File: config.mk
export PLATFORM = sky130hd
export DESIGN_NAME = trigger_generator_mc
export DESIGN_NICKNAME = d
export VERILOG_FILES = /design/src/rtl/trigger_generator_mc.sv
export SDC_FILE = /design/constraint.sdc
export NUM_CORES = 1
export LEC_CHECK = 0
export BUFFER_PORTS_ARGS = -buffer_cell sky130_fd_sc_hd__clkbuf_2
export CORE_MARGIN = 2
export CORE_UTILIZATION = 50
export DETAILED_ROUTE_END_ITERATION = 7
export GPL_TIMING_DRIVEN = 0
export PLACE_DENSITY = 0.69
export RECOVER_POWER = 100
export SYNTH_ARGS = -nofsm -noshare
export SYNTH_HDL_FRONTEND = slang
export SYNTH_SLANG_ARGS = --single-unit
export TNS_END_PERCENT = 10
File: constraint.sdc
create_clock -name clk -period 6.95 [get_ports clk]
set_clock_uncertainty 0.15 [all_clocks]
set_input_delay 1.39 -clock clk [delete_from_list [all_inputs] [get_ports clk]]
set_output_delay 1.39 -clock clk [all_outputs]
set_load 0.1 [all_outputs]
File: src/rtl/trigger_generator_mc.sv
// Trigger source: off/periodic/random/burst modes with holdoff, count limit, start/stop FSM.
// Define TRG_EXT_EN to add the synchronised external trigger input ext_trg.
module trigger_generator_mc #(
    parameter int CNT_W   = 32,
    parameter int TRG_W   = 5,
    parameter int TRG_BIT = 1,
    parameter int HOLD_W  = 16
) (
    input  logic              clk,
    input  logic              reset,
    input  logic              sync,
    input  logic              enable,
    input  logic [1:0]        mode,
    input  logic [CNT_W-1:0]  rate,
    input  logic [HOLD_W-1:0] holdoff,
    input  logic [HOLD_W-1:0] burst_len,
    input  logic [31:0]       count_limit,
`ifdef TRG_EXT_EN
    input  logic              ext_trg,
`endif
    output logic [TRG_W-1:0]  trg,
    output logic              busy,
    output logic              done,
    output logic [31:0]       trg_count
);

    localparam logic [1:0] MODE_PER = 2'd1;
    localparam logic [1:0] MODE_RND = 2'd2;
    localparam logic [1:0] MODE_BST = 2'd3;

    localparam logic [CNT_W-1:0]  CNT_ONE  = CNT_W'(1);
    localparam logic [HOLD_W-1:0] HOLD_ONE = HOLD_W'(1);

    typedef enum logic [1:0] {
        IDLE,
        RUN,
        DONE
    } state_t;

    state_t state, state_nxt;

    logic [1:0]        mode_q, mode_nxt;
    logic [CNT_W-1:0]  cnt, cnt_nxt;
    logic [HOLD_W-1:0] hold, hold_nxt;
    logic [HOLD_W-1:0] burst, burst_nxt;
    logic [31:0]       count_nxt;
    logic              trg_q, trg_nxt;

    logic [31:0] sa, sb, sc, s;

    logic              expiry;
    logic [HOLD_W-1:0] burst_ld;
    logic [HOLD_W-1:0] burst_eff;
    logic              rnd_hit;
    logic              mode_cand;
    logic              cand;
    logic              issue;
    logic              ext_edge;

`ifdef TRG_EXT_EN
    logic ext_s1, ext_s2, ext_prev;

    // Two-flop synchroniser runs on every clk; edge detect steps on sync ticks.
    always_ff @(posedge clk or posedge reset) begin
        if (reset) begin
            ext_s1   <= 1'b0;
            ext_s2   <= 1'b0;
            ext_prev <= 1'b0;
        end else begin
            ext_s1 <= ext_trg;
            ext_s2 <= ext_s1;
            if (sync) begin
                ext_prev <= ext_s2;
            end
        end
    end

    assign ext_edge = ext_s2 & ~ext_prev;
`else
    assign ext_edge = 1'b0;
`endif

    // Free-running generators: they advance in every state, not only RUN.
    always_ff @(posedge clk or posedge reset) begin
        if (reset) begin
            sa <= '1;
            sb <= '1;
            sc <= '1;
        end else if (sync) begin
            sa <= {sa[19:1], sa[18:6] ^ sa[31:19]};
            sb <= {sb[27:3], sb[29:23] ^ sb[31:25]};
            sc <= {sc[14:4], sc[28:8] ^ sc[31:11]};
        end
    end

    assign s = sa ^ sb ^ sc;

    assign expiry   = (cnt == '0);
    assign burst_ld = (burst_len == '0) ? HOLD_ONE : burst_len;
    assign rnd_hit  = (s[31 -: CNT_W] < rate);

    // An expiry that finds no burst in progress starts one on the same tick.
    assign burst_eff = (expiry && burst == '0) ? burst_ld : burst;

    always_comb begin
        mode_cand = 1'b0;
        case (mode_q)
            MODE_PER: mode_cand = expiry;
            MODE_RND: mode_cand = rnd_hit;
            MODE_BST: mode_cand = (burst_eff != '0);
            default:  mode_cand = 1'b0;
        endcase
    end

    assign cand  = mode_cand | ext_edge;
    assign issue = cand && (hold == '0);

    always_comb begin
        state_nxt = state;
        mode_nxt  = mode_q;
        cnt_nxt   = cnt;
        hold_nxt  = hold;
        burst_nxt = burst;
        count_nxt = trg_count;
        trg_nxt   = 1'b0;
        unique case (state)
            IDLE: begin
                if (enable && mode != 2'd0) begin
                    state_nxt = RUN;
                    mode_nxt  = mode;
                    cnt_nxt   = rate;
                    hold_nxt  = '0;
                    burst_nxt = '0;
                    count_nxt = '0;
                end
            end
            RUN: begin
                if (!enable) begin
                    state_nxt = IDLE;
                end else begin
                    if (mode_q == MODE_PER || mode_q == MODE_BST) begin
                        cnt_nxt = expiry ? rate : cnt - CNT_ONE;
                    end
                    if (mode_q == MODE_BST) begin
                        burst_nxt = (burst_eff != '0) ? burst_eff - HOLD_ONE : '0;
                    end
                    if (issue) begin
                        trg_nxt  = 1'b1;
                        hold_nxt = holdoff;
                        if (trg_count != '1) begin
                            count_nxt = trg_count + 32'd1;
                        end
                        if (count_limit != '0 && count_nxt == count_limit) begin
                            state_nxt = DONE;
                        end
                    end else if (hold != '0) begin
                        hold_nxt = hold - HOLD_ONE;
                    end
                end
            end
            DONE: begin
                if (!enable) begin
                    state_nxt = IDLE;
                end
            end
            default: state_nxt = IDLE;
        endcase
    end

    always_ff @(posedge clk or posedge reset) begin
        if (reset) begin
            state     <= IDLE;
            mode_q    <= 2'd0;
            cnt       <= '0;
            hold      <= '0;
            burst     <= '0;
            trg_count <= '0;
            trg_q     <= 1'b0;
        end else if (sync) begin
            state     <= state_nxt;
            mode_q    <= mode_nxt;
            cnt       <= cnt_nxt;
            hold      <= hold_nxt;
            burst     <= burst_nxt;
            trg_count <= count_nxt;
            trg_q     <= trg_nxt;
        end
    end

    always_comb begin
        trg          = '0;
        trg[TRG_BIT] = trg_q;
    end

    assign busy = (state == RUN);
    assign done = (state == DONE);

endmodule

==> flow_summary.yaml <==
status:
  status: "finished with violations"
  violations: "capacitance limit, slew limit"
detailed_routing:
  drt-total-wl_um: 40200
  route.vias.total: 12100
  drtIter0Drc: 1088
  dr_wl_met3_um: 2920
  wl_per_cell_um: 20.4
  wl_met2_um: 18900
  post-route-drc-count: 0
  firstDrtPassIters: 6
  wl_met1_um: 17200
  top_layer_used: "met4"
  via_per_inst: 6.13
  ant_nets: 0
clocking:
  numCtsBuffers: 17
  cts_resized: 0
  post_cts_buffers: 0
  clk_latency_ps: 450
  cts.clk_slew.worst_paths_ps: 90
  cts.path.max_buffers: 2
  cts-htree-levels: 4
  hold_buffers: 0
  cts_tree: "done"
  cts_sinks: 197
  clock-root-buffer: "clkbuf_16"
global_route:
  grt_max_degree: 117
  grt_pass1_vias: 11600
  grt_first_pass_wirelength_um: 63000
  grt_overflow: 0
  grt_usage_pct: 28.6
  antenna_found_initial: 1
place:
  dpl-instance-area_mm2: 0.0142
  place_hpwl_um: 29500
  place_congestion: 0.954
  numPortBuffers: 135
power:
  p_switching_mw: 2.65
  cellLeakagePower_nw: 5.83
  clock_power_share_pct: 17.3
  power_frac_seq_pct: 37.8
  netSwitchingFraction_pct: 41.7
  pwr_density_cell_mw_per_mm2: 432
  internal-power_mw: 3.71
  peakVddDrop_mv: 0.263
  comb_power_share_pct: 44.9
finish:
  fin_nets: 1758
  final_common_cell: "xnor2_1"
  drive_gt1_share_pct: 20.8
  final_cell_mix: "xnor2_1, nor2_1, a21oi_1"
  area_growth_pct: 12.8
  fillers: 2415
  final_cell_area_mm2: 0.0147
sta:
  clock.fmax_ghz: 0.173
  hold_viol: 0
  tightest_slew_ps: 4010
  period_share_pct: 83.3
  whs_ps: 342
  period_needed_ps: 5790
  report.final.slew_viol_count: 82
  rsz0062_at_grt: "false"
  slew_headroom_pct: -169
  final-setup-viol-count: 0
die:
  num_io_pins: 141
  floorplan.initialDensity_pct: 50.5
  die_w_um: 166
  row_count: 59
  fp.dieH_um: 166
  die_area_mm2: 0.0274
  core_mm2: 0.0258
min_path:
  hold_class: "flop to flop"
worst_setup_path:
  crit_chain: "nor4_1, nand2b_1, or4_1, nor2_1, buf_4, clkbuf_1, a21oi_1, ha_1, nor3b_1, nand3b_1, a32oi_1, o211ai_4, and2_0, buf_6, nand2_1, buf_2, o31ai_1"
  path_buf_inv: 4
  crit_path_start_kind: "flop"
  endpoint_kind: "flop"
  slowest_stage: "nor4_1"
  worstPathRequired_ps: 7160
  path_max_fanout: 10
  slowest_delay_ps: 960
  crit_arrival_ps: 6000
  critPathKind: "flop to flop"
  cp_top_family: "simple AND/OR/NAND/NOR gates"
logic_synthesis:
  postSynth.asyncResetShare_pct: 100
  synth_seq_cells: 197
  avgSynthCellArea_um2: 8.93
  ys_top_cells_by_area: "dfrtp_1, dfstp_2, xnor2_1, mux2_2, a21oi_1"
  synth.distinct_cells: 84
  synth_ff_type: "dfrtp_1"
  syn_area_mm2: 0.0131
  yosysSeqAreaShare_pct: 38.7
  synth_edf_count: 0
  syn_inst: 1462
  yosys_warnings: 0
  synth_top_cell_by_area: "dfrtp_1"
  synth_top_area_share_pct: 19.4
run:
  drv_cap: 1
cell families after synthesis:
logic type	Yosys count	share of synthesized area, %
compound gates	414	19.4
xor+xnor	151	10.1
simple gates	452	17.8
fa+ha+maj	36	3.45
mux	68	5.81
other cells	1	0.0287
flops	197	38.7
buf+inv	143	4.80
worst paths after layout:
kind / from / end / slack, ps / cells after the start
setup / recovery: cnt[26] / trg_count[8] / 1160 / 17
max in group asynchronous: reset / burst[3] / 2900 / 2
setup reg to reg: cnt[26] / trg_count[8] / 1160 / 17
hold reg to reg: cnt[29] / cnt[29] / 340 / 2
min in group asynchronous: reset / hold[9] / 1960 / 2
hold / removal: cnt[29] / cnt[29] / 340 / 2
sequential cells by signal, indices dropped and copies added (netlist names):
signal     count
cnt           32
sa            32
sb            32
sc            32
trg_count     32
burst         16
hold          16
mode_q         2
state          2
trg_q          1
through the flow:
| step | instances | setup TNS [ps] | power, mW | util, % | setup WS (ps) |
|---|---|---|---|---|---|
| detailed placement | 1936 | 0 | 5.23 | 55.0 | 1420 |
| finish | 1969 | 0 | 6.36 | 57.0 | 1160 |
| global route | 1969 | 0 | 6.79 | 57.0 | 786 |
| global placement | 1935 | -246530 | 5.13 | 54.8 | -2330 |
| floorplan | 1465 | 0 | 4.42 | - | 200 |
| CTS | 1968 | 0 | 6.36 | 57.5 | 1770 |
cells in the mapped netlist, drive strengths merged, types with 34 or more instances:
| master | instances |
|---|---|
| inv | 60 |
| a21oi | 136 |
| nand2 | 90 |
| nor2 | 130 |
| xnor2 | 135 |
| nor3 | 40 |
| ha | 36 |
| dfrtp | 101 |
| mux2 | 62 |
| clkbuf | 44 |
| buf | 38 |
| dfstp | 96 |
| nor4 | 34 |
| o21ai | 140 |
cell type report:
| type | count | area, um2 | share of cell area, % |
|---|---|---|---|
| Buffer | 82 | 384 | 2.61 |
| Inverter | 61 | 230 | 1.56 |
| Multi-Input combinational cell | 1125 | 7340 | 49.8 |
| Antenna cell | 1 | 2.50 | 0.0170 |
| Tap cell | 335 | 419 | 2.85 |
| Clock inverter | 13 | 189 | 1.28 |
| Sequential cell | 197 | 5050 | 34.3 |
| Timing Repair Buffer | 136 | 657 | 4.46 |
| Clock buffer | 19 | 464 | 3.15 |
worst min-delay path: stages, from the launching register on:
cell	delay (ps)
dfrtp_1	350
nand2_1	40
o21ai_0	60
routing by layer:
metal / GRT usage (%) / vias to the layer above
met5: 0 / -
met4: 9.64 / 0
met3: 4.21 / 88
met2: 46.9 / 555
met1: 39.1 / 5857
li1: - / 5573
power groups by stage:
stage               Sequential [mW]  Clock [mW]  Combinational (mW)
floorplan                      2.20           0                2.21
global placement               2.37           0                2.76
detailed placement             2.39           0                2.84
CTS                            2.38        1.10                2.87
global route                   2.46        1.15                3.18
finish                         2.40        1.10                2.86
(Power assumes the default switching activity.)
